$ cat config.mk
export PLATFORM = sky130hd
export DESIGN_NAME = pc_ras_unit_flat
export DESIGN_NICKNAME = d
export VERILOG_FILES = /design/src/rtl/pc_ras_unit_if.sv /design/src/rtl/pc_ras_unit.sv /design/src/flat_wrapper.sv
export SDC_FILE = /design/constraint.sdc
export NUM_CORES = 1
export LEC_CHECK = 0
export BUFFER_PORTS_ARGS = -buffer_cell sky130_fd_sc_hd__buf_2
export CAP_MARGIN = 20
export CORE_MARGIN = 10
export CORE_UTILIZATION = 45
export CTS_BUF_LIST = sky130_fd_sc_hd__clkbuf_16
export DETAILED_ROUTE_END_ITERATION = 8
export HOLD_SLACK_MARGIN = 0.06
export SETUP_SLACK_MARGIN = 0.4
export SYNTH_ARGS = -nofsm -noshare
export SYNTH_HDL_FRONTEND = slang
export SYNTH_SLANG_ARGS = --single-unit
$ cat constraint.sdc
create_clock -name clk -period 4.6 [get_ports clk]
set_input_delay 0.92 -clock clk [delete_from_list [all_inputs] [get_ports clk]]
set_output_delay 0.92 -clock clk [all_outputs]
set_load 0.02 [all_outputs]
$ cat src/rtl/pc_ras_unit_if.sv
// Control/status bundle between the LC-3 controller and the PC/RAS unit.
// The master drives the next-PC controls; the slave returns PC and stack status.
interface pc_ras_unit_if #(
    parameter int WIDTH     = 16,
    parameter int RAS_DEPTH = 8
);
    localparam int CW = $clog2(RAS_DEPTH) + 1;

    logic             ld_pc;
    logic [1:0]       sel_pc;
    logic [WIDTH-1:0] bus_in;
    logic [WIDTH-1:0] eab_in;
    logic             push;
    logic             err_clr;
    logic [WIDTH-1:0] pc;
    logic [WIDTH-1:0] ras_top;
    logic [CW-1:0]    ras_count;
    logic             ras_empty;
    logic             ras_full;
    logic             ras_ovf;
    logic             ras_unf;

    modport master (
        output ld_pc, sel_pc, bus_in, eab_in, push, err_clr,
        input  pc, ras_top, ras_count, ras_empty, ras_full, ras_ovf, ras_unf
    );

    modport slave (
        input  ld_pc, sel_pc, bus_in, eab_in, push, err_clr,
        output pc, ras_top, ras_count, ras_empty, ras_full, ras_ovf, ras_unf
    );
endinterface

$ cat src/rtl/pc_ras_unit.sv
// LC-3 program counter with a circular return-address stack; sel_pc==3 pops
// (or swaps with) the stack top, push records PC+1 as the return address.
module pc_ras_unit #(
    parameter int               WIDTH     = 16,
    parameter int               RAS_DEPTH = 8,
    parameter logic [WIDTH-1:0] RESET_VEC = 16'h3000
) (
    input  logic         clk,
    input  logic         reset,
    pc_ras_unit_if.slave pif
);
    localparam int PW = $clog2(RAS_DEPTH);
    localparam int CW = PW + 1;

    logic [WIDTH-1:0] mem_r [RAS_DEPTH];
    logic [WIDTH-1:0] pc_r;
    logic [PW-1:0]    sp_r;
    logic [CW-1:0]    cnt_r;
    logic             ovf_r;
    logic             unf_r;

    logic [WIDTH-1:0] pc_inc_s;
    logic [WIDTH-1:0] top_s;
    logic [PW-1:0]    top_idx_s;
    logic             empty_s;
    logic             full_s;
    logic [WIDTH-1:0] pc_nxt_s;
    logic [PW-1:0]    sp_nxt_s;
    logic [CW-1:0]    cnt_nxt_s;
    logic             wr_en_s;
    logic [PW-1:0]    wr_idx_s;
    logic             ovf_set_s;
    logic             unf_set_s;

    // sp_r is the next free slot; the top lives one below it, circularly.
    assign pc_inc_s  = pc_r + {{(WIDTH-1){1'b0}}, 1'b1};
    assign top_idx_s = sp_r - {{(PW-1){1'b0}}, 1'b1};
    assign empty_s   = (cnt_r == {CW{1'b0}});
    assign full_s    = (cnt_r == CW'(RAS_DEPTH));
    assign top_s     = empty_s ? {WIDTH{1'b0}} : mem_r[top_idx_s];

    // Next-state decode for PC, stack pointer, count and error events.
    always_comb begin
        pc_nxt_s  = pc_r;
        sp_nxt_s  = sp_r;
        cnt_nxt_s = cnt_r;
        wr_en_s   = 1'b0;
        wr_idx_s  = sp_r;
        ovf_set_s = 1'b0;
        unf_set_s = 1'b0;
        if (pif.ld_pc) begin
            if (pif.sel_pc == 2'd3) begin
                if (empty_s) begin
                    unf_set_s = 1'b1;
                end else if (pif.push) begin
                    pc_nxt_s = top_s;
                    wr_en_s  = 1'b1;
                    wr_idx_s = top_idx_s;
                end else begin
                    pc_nxt_s  = top_s;
                    sp_nxt_s  = top_idx_s;
                    cnt_nxt_s = cnt_r - {{(CW-1){1'b0}}, 1'b1};
                end
            end else begin
                case (pif.sel_pc)
                    2'd0:    pc_nxt_s = pc_inc_s;
                    2'd1:    pc_nxt_s = pif.eab_in;
                    2'd2:    pc_nxt_s = pif.bus_in;
                    default: pc_nxt_s = pc_r;
                endcase
                if (pif.push) begin
                    wr_en_s  = 1'b1;
                    wr_idx_s = sp_r;
                    sp_nxt_s = sp_r + {{(PW-1){1'b0}}, 1'b1};
                    if (full_s) begin
                        ovf_set_s = 1'b1;
                    end else begin
                        cnt_nxt_s = cnt_r + {{(CW-1){1'b0}}, 1'b1};
                    end
                end else begin
                    wr_en_s = 1'b0;
                end
            end
        end else begin
            pc_nxt_s = pc_r;
        end
    end

    // Architectural state; a new error in the same cycle beats err_clr.
    always_ff @(posedge clk) begin
        if (reset) begin
            pc_r  <= RESET_VEC;
            sp_r  <= {PW{1'b0}};
            cnt_r <= {CW{1'b0}};
            ovf_r <= 1'b0;
            unf_r <= 1'b0;
        end else begin
            pc_r  <= pc_nxt_s;
            sp_r  <= sp_nxt_s;
            cnt_r <= cnt_nxt_s;
            ovf_r <= ovf_set_s | (ovf_r & ~pif.err_clr);
            unf_r <= unf_set_s | (unf_r & ~pif.err_clr);
        end
    end

    // Stack storage needs no reset: entries are only read while counted valid.
    always_ff @(posedge clk) begin
        if (!reset && wr_en_s) begin
            mem_r[wr_idx_s] <= pc_inc_s;
        end
    end

    assign pif.pc        = pc_r;
    assign pif.ras_top   = top_s;
    assign pif.ras_count = cnt_r;
    assign pif.ras_empty = empty_s;
    assign pif.ras_full  = full_s;
    assign pif.ras_ovf   = ovf_r;
    assign pif.ras_unf   = unf_r;
endmodule

$ cat src/flat_wrapper.sv
// flat-port wrapper written by rule: the top's interface ports become plain ports
module pc_ras_unit_flat 
#(
    parameter int               WIDTH     = 16,
    parameter int               RAS_DEPTH = 8,
    parameter logic [WIDTH-1:0] RESET_VEC = 16'h3000
)
  (clk, reset, pif_ld_pc, pif_sel_pc, pif_bus_in, pif_eab_in, pif_push, pif_err_clr, pif_pc, pif_ras_top, pif_ras_count, pif_ras_empty, pif_ras_full, pif_ras_ovf, pif_ras_unf);
  pc_ras_unit_if #(.WIDTH(WIDTH), .RAS_DEPTH(RAS_DEPTH)) pif_i ();
  input  logic clk;
  input  logic reset;
  input wire logic [$bits(pif_i.ld_pc)-1:0] pif_ld_pc;
  input wire logic [$bits(pif_i.sel_pc)-1:0] pif_sel_pc;
  input wire logic [$bits(pif_i.bus_in)-1:0] pif_bus_in;
  input wire logic [$bits(pif_i.eab_in)-1:0] pif_eab_in;
  input wire logic [$bits(pif_i.push)-1:0] pif_push;
  input wire logic [$bits(pif_i.err_clr)-1:0] pif_err_clr;
  output wire logic [$bits(pif_i.pc)-1:0] pif_pc;
  output wire logic [$bits(pif_i.ras_top)-1:0] pif_ras_top;
  output wire logic [$bits(pif_i.ras_count)-1:0] pif_ras_count;
  output wire logic [$bits(pif_i.ras_empty)-1:0] pif_ras_empty;
  output wire logic [$bits(pif_i.ras_full)-1:0] pif_ras_full;
  output wire logic [$bits(pif_i.ras_ovf)-1:0] pif_ras_ovf;
  output wire logic [$bits(pif_i.ras_unf)-1:0] pif_ras_unf;
  assign pif_i.ld_pc = pif_ld_pc;
  assign pif_i.sel_pc = pif_sel_pc;
  assign pif_i.bus_in = pif_bus_in;
  assign pif_i.eab_in = pif_eab_in;
  assign pif_i.push = pif_push;
  assign pif_i.err_clr = pif_err_clr;
  assign pif_pc = pif_i.pc;
  assign pif_ras_top = pif_i.ras_top;
  assign pif_ras_count = pif_i.ras_count;
  assign pif_ras_empty = pif_i.ras_empty;
  assign pif_ras_full = pif_i.ras_full;
  assign pif_ras_ovf = pif_i.ras_ovf;
  assign pif_ras_unf = pif_i.ras_unf;
  pc_ras_unit #(.WIDTH(WIDTH), .RAS_DEPTH(RAS_DEPTH), .RESET_VEC(RESET_VEC)) u_core (.clk(clk), .reset(reset), .pif(pif_i));
endmodule
* Word level (Yosys, flattened, before mapping)
Memory sizes are Yosys's and may differ from the RTL's.
Index checks and enable logic that the tools add are counted.
** Cells by class
- Add/sub/neg operators :: 5
- Equal/unequal tests :: 7
- Multiplexer cells :: 30
- Bitwise logic cells :: 5
- Reductions and logical operators :: 9
** Operators with widths (count)
- $mux 16 :: 3
- $pmux 16 s3 :: 1
- $mux 3 :: 8
- $mux 4 :: 5
- $add 16x1->16 const B :: 1
- $mux 1 :: 13
- $reduce_and 5->1 :: 1
- $add 4x1->4 const B :: 1
- $eq 2x2->1 const B :: 2
- $eq 4x4->1 const B :: 1
- $logic_not 4->1 :: 1
- $ne 2x2->1 const B :: 2
- $reduce_and 4->1 :: 1
- $reduce_bool 4->1 :: 1
- $sub 4x1->4 const B :: 1
- $add 3x1->3 const B :: 1
- $reduce_and 3->1 :: 1
- $sub 3x1->3 const B :: 1
- $and 1x1->1 :: 2
- $eq 2x1->1 const B :: 1
- $logic_not 2->1 :: 1
- $ne 2x1->1 const B :: 1
- $or 1x1->1 :: 2
- $reduce_bool 2->1 :: 1
- 3 further kinds :: 3
** Word-level totals
- Flip-flop bits (word level) :: 25
- Memory bits (writable) :: 128
- Input port bits :: 39
- Output and inout port bits :: 40
- Logic and storage cells :: 62
- Memories kept :: 1
** Memories
- u_core.mem_r :: depth 8, bits a word 16, rd ports 1, clocked after memory_dff 0, wr ports 1, line pc_ras_unit.sv:15 : logic [WIDTH-1:0] mem_r [RAS_DEPTH];

* Depth between registers and ports, before layout
- Depth after elaboration :: 7
- Mapped depth :: 12
- Depth with buffers taken out :: 7

* Worst setup path after synthesis
No wires, ideal clock.
- Kind :: input -> register
- From :: input pif_sel_pc[0]
- To :: memory u_core.mem_r[6][0] (enable)
- Arrival time :: 3.066 ns
- Slack :: 1.124 ns
- Stages :: 6
- Buffers on the path :: 1
- Path through :: ha_1 o41a_1 buf_6 nand4_1 xor2_1 nor3_1
** Between the ends
- Cells in the longest elaborated chain, start to end :: 6
** Ends and longest elaborated chain
- start: declaration :: line flat_wrapper.sv:13 : input wire logic [$bits(pif_i.sel_pc)-1:0] pif_sel_pc;
- $eq 2x2->1 * :: line pc_ras_unit.sv:52 : if (pif.sel_pc == 2'd3) begin
- $mux 1 :: line pc_ras_unit.sv:52
- $mux 1 :: line pc_ras_unit.sv:51 : if (pif.ld_pc) begin
- $logic_and 1x1->1 :: line pc_ras_unit.sv:108 : if (!reset && wr_en_s) begin
- $mux 1 :: line pc_ras_unit.sv:108
- $mux 1 (implied by the code) :: line pc_ras_unit.sv:109 : mem_r[wr_idx_s] <= pc_inc_s;
- end: declaration :: line pc_ras_unit.sv:15
Mark *: on every way between the ends. The rest lies on a longest branch, timed or not.

* Worst setup path in the final report
- From :: register u_core.sp_r[0]
- To :: output pif_ras_top[9]
** Between the ends
- Cells in the longest elaborated chain, start to end :: 3
** Ends and longest elaborated chain
- start: declaration :: line pc_ras_unit.sv:17 : logic [PW-1:0] sp_r;
- start signal: assignment :: line pc_ras_unit.sv:93 : sp_r <= {PW{1'b0}};
- start signal: assignment :: line pc_ras_unit.sv:99 : sp_r <= sp_nxt_s;
- $sub 3x1->3 :: line pc_ras_unit.sv:37 : assign top_idx_s = sp_r - {{(PW-1){1'b0}}, 1'b1};
- $mem_v2 8x16
- $mux 16 :: line pc_ras_unit.sv:40 : assign top_s = empty_s ? {WIDTH{1'b0}} : mem_r[top_idx_s];
- end: declaration :: line flat_wrapper.sv:19 : output wire logic [$bits(pif_i.ras_top)-1:0] pif_ras_top;
No other way between the ends.

==> flow_summary.json <==
{
  "htreeDepth": 4,
  "fin_ws_ns": 0.671,
  "clk_pin_slew_ns": 0.06,
  "core.rowCount": 45,
  "diodes": 0,
  "dp_cells": 761,
  "skew_ns": 0.00950,
  "fp.coreArea_mm2": 0.0153,
  "first_pass_iters": 5,
  "avgSynthCellArea_um2": 14.5,
  "stdcell_area_mm2": 0.00826,
  "netlist.area_leader.share": 0.547,
  "min_period_ns": 3.93,
  "placed_cell_area_mm2": 0.00767,
  "post-cts-setup-buffer-count": 0,
  "slew_headroom": 0.297,
  "whs_ns": 0.489,
  "mostFrequentLayoutCells": "edfxtp_1 (128), buf_2 (78), nor2_1 (36)",
  "drc_errors": 0,
  "ctsHoldBuffers": 0,
  "hpwl_mm": 13.7,
  "synth_mux_area_frac": 0.125,
  "cts_tree": "built",
  "yosysSeqAreaShare": 0.618,
  "num-fill-cells": 1245,
  "maxCapViolations": 0,
  "start_kind": "flip-flop",
  "grt_pass1_wl_mm": 29.1,
  "io_buffers": 78,
  "power.leakage_nw": 3.02,
  "worst_setup_path_end_kind": "primary output",
  "vias": 4690,
  "wl_mm": 19.4,
  "clock-sinks": 153,
  "pin_count": 79,
  "netlist-cell-type-count": 65,
  "initial_utilization": 0.461,
  "dr.first_iter.drc_count": 602,
  "hold_class": "reg -> reg",
  "area_delta_synth_final_pct": 17.5,
  "rsz0062_at_grt": "false",
  "synth_xor_area_frac": 0.0272,
  "cp.required_ns": 3.68,
  "synth_area_leaders": "edfxtp_1 (55%), mux4_2 (9.3%), dfxtp_1 (7.1%)",
  "cp.arrival_ns": 3.01,
  "track_usage": 0.182,
  "layout_commonest_cell": "edfxtp_1",
  "insertion_delay_ns": 0.43,
  "die_y_um": 145,
  "cts.path.max_buffers": 2,
  "post-place-ws_ns": 1.05,
  "ctsResizeCount": 0,
  "finalCritPeriodShare": 0.854,
  "post_drt_wl_per_cell_um": 24.4,
  "finalMaxSlewViolations": 0,
  "cts-root-buf": "clkbuf_16",
  "synth_compound_area_frac": 0.0973,
  "power_density_mw_per_mm2": 425,
  "stdcell_count": 793,
  "ir_drop_uv": 372,
  "die-area_mm2": 0.0210,
  "async_flop_share": 0,
  "via_per_inst": 5.91,
  "synth_ff_type": "edfxtp_1",
  "worst_pin_slew_ns": 1.05,
  "synth-simple-area-share": 0.0758,
  "fmax_mhz": 255,
  "grt_pass1_vias": 4591,
  "r2r_setup_slack_ns": 1.71,
  "final-setup-viol-count": 0,
  "status": "complete, no violations",
  "synth.ff_latch_count": 153,
  "synth_fa_ha_area_frac": 0.0189,
  "tns_ns": 0,
  "numCtsBuffers": 17,
  "yosysWarnings": 0,
  "die_w_um": 145,
  "crit_fanout": 16,
  "final-hold-violation-count": 0,
  "syn-cell-area_mm2": 0.00703,
  "synth_nets": 533,
  "antenna_left": 0,
  "grt_max_degree": 29,
  "drive_gt1_frac": 0.308,
  "synth_top_family_by_area": "multiplexers",
  "synth_area_leader_cell": "edfxtp_1",
  "grt_antenna_before_repair": 0,
  "grt_remaining_overflow": 0,
  "gp_congestion": 0.832,
  "syn_inst": 484,
  "synth_enable_flop_cells": 128,
  "nets": 618,
  "crit_type": "reg -> out"
}
[final cells by class]
cell class / count / area [µm²] / area share
Clock inverter: 15 / 164 / 0.0198
Sequential cell: 153 / 4340 / 0.526
Clock buffer: 17 / 425 / 0.0515
Tap cell: 211 / 264 / 0.0320
Inverter: 15 / 61.3 / 0.00742
Multi-Input combinational cell: 285 / 2470 / 0.299
Timing Repair Buffer: 97 / 537 / 0.0650
[metrics by stage]
step	total power, mW	util
4_1_cts	3.53	0.542
3_3_place_gp	2.15	0.502
2_1_floorplan	1.97	-
6_report	3.51	0.542
5_1_grt	3.64	0.542
3_5_place_dp	2.15	0.503
[final timing paths]
| check | from | end | cells after the start |
|---|---|---|---|
| hold reg to reg | u_core.pif.ras_unf$_SDFF_PP0_ | u_core.pif.ras_unf$_SDFF_PP0_ | 2 |
| hold / removal | u_core.pif.ras_unf$_SDFF_PP0_ | u_core.pif.ras_unf$_SDFF_PP0_ | 2 |
| setup reg to reg | u_core.pif.ras_count[1]$_SDFFE_PP0P_ | u_core.mem_r[1][2]$_DFFE_PP_ | 7 |
| setup / recovery | u_core.sp_r[0]$_SDFFE_PP0P_ | pif_ras_top[9] | 7 |
[critical path: stages, from the launching register on]
cell and delay [ns]:
dfxtp_1 0.32, inv_2 0.20, ha_1 0.28, xor2_2 0.83
buf_4 0.34, mux2i_1 0.37, nor2_1 0.07, buf_2 0.17
[synth_stat cells, drive strengths merged, types with 2 or more instances]
cell type	number
nor4	3
buf	21
nor3	17
a31oi	3
mux4	31
ha	9
mux2i	16
and3	3
xnor2	9
o21ai	19
inv	15
o21a	3
nand2	26
clkbuf	10
o211ai	3
a221oi	6
nor4b	2
nor2b	2
a22oi	18
a21oi	20
edfxtp	128
nand4	5
a211oi	4
nor2	37
xor2	12
nand3	10
o221ai	2
o211a	4
dfxtp	25
nand2b	2
[flip-flops by register name, summed over array words and instances, names as in the netlist]
name,count
u_core.pif.ras_ovf,1
u_core.pif.pc,16
u_core.sp_r,3
u_core.pif.ras_count,4
u_core.pif.ras_unf,1
u_core.mem_r,128
[power by group]
part | total (mW) | internal [mW] | switching (mW)
registers | 1.58 | 1.55 | 0.0372
clock network | 1.39 | 0.810 | 0.578
logic | 0.540 | 0.196 | 0.343
total | 3.51 | 2.55 | 0.959
[kinds of logic (layout without fill, tap and decap cells)]
logic type                 after synthesis  in the layout
buffers and inverters                   46            144
AOI/OAI and AO/OA                       95             95
and+or+nand+nor                        111            111
adders and majority gates               10             10
xor gates and xnor gates                21             21
DFF                                    153            153
muxes                                   48             48
[metal layers]
layer | part of all wire | wire (µm) | vias up | track usage
met5 | 0 | 0 | - | 0
met4 | 0.010 | 201 | 0 | 0.0460
met3 | 0.090 | 1740 | 19 | 0.0459
met2 | 0.45 | 8650 | 240 | 0.263
met1 | 0.45 | 8760 | 2364 | 0.266
li1 | - | - | 2067 | -
Note: power is estimated with default switching activity, not from simulation.
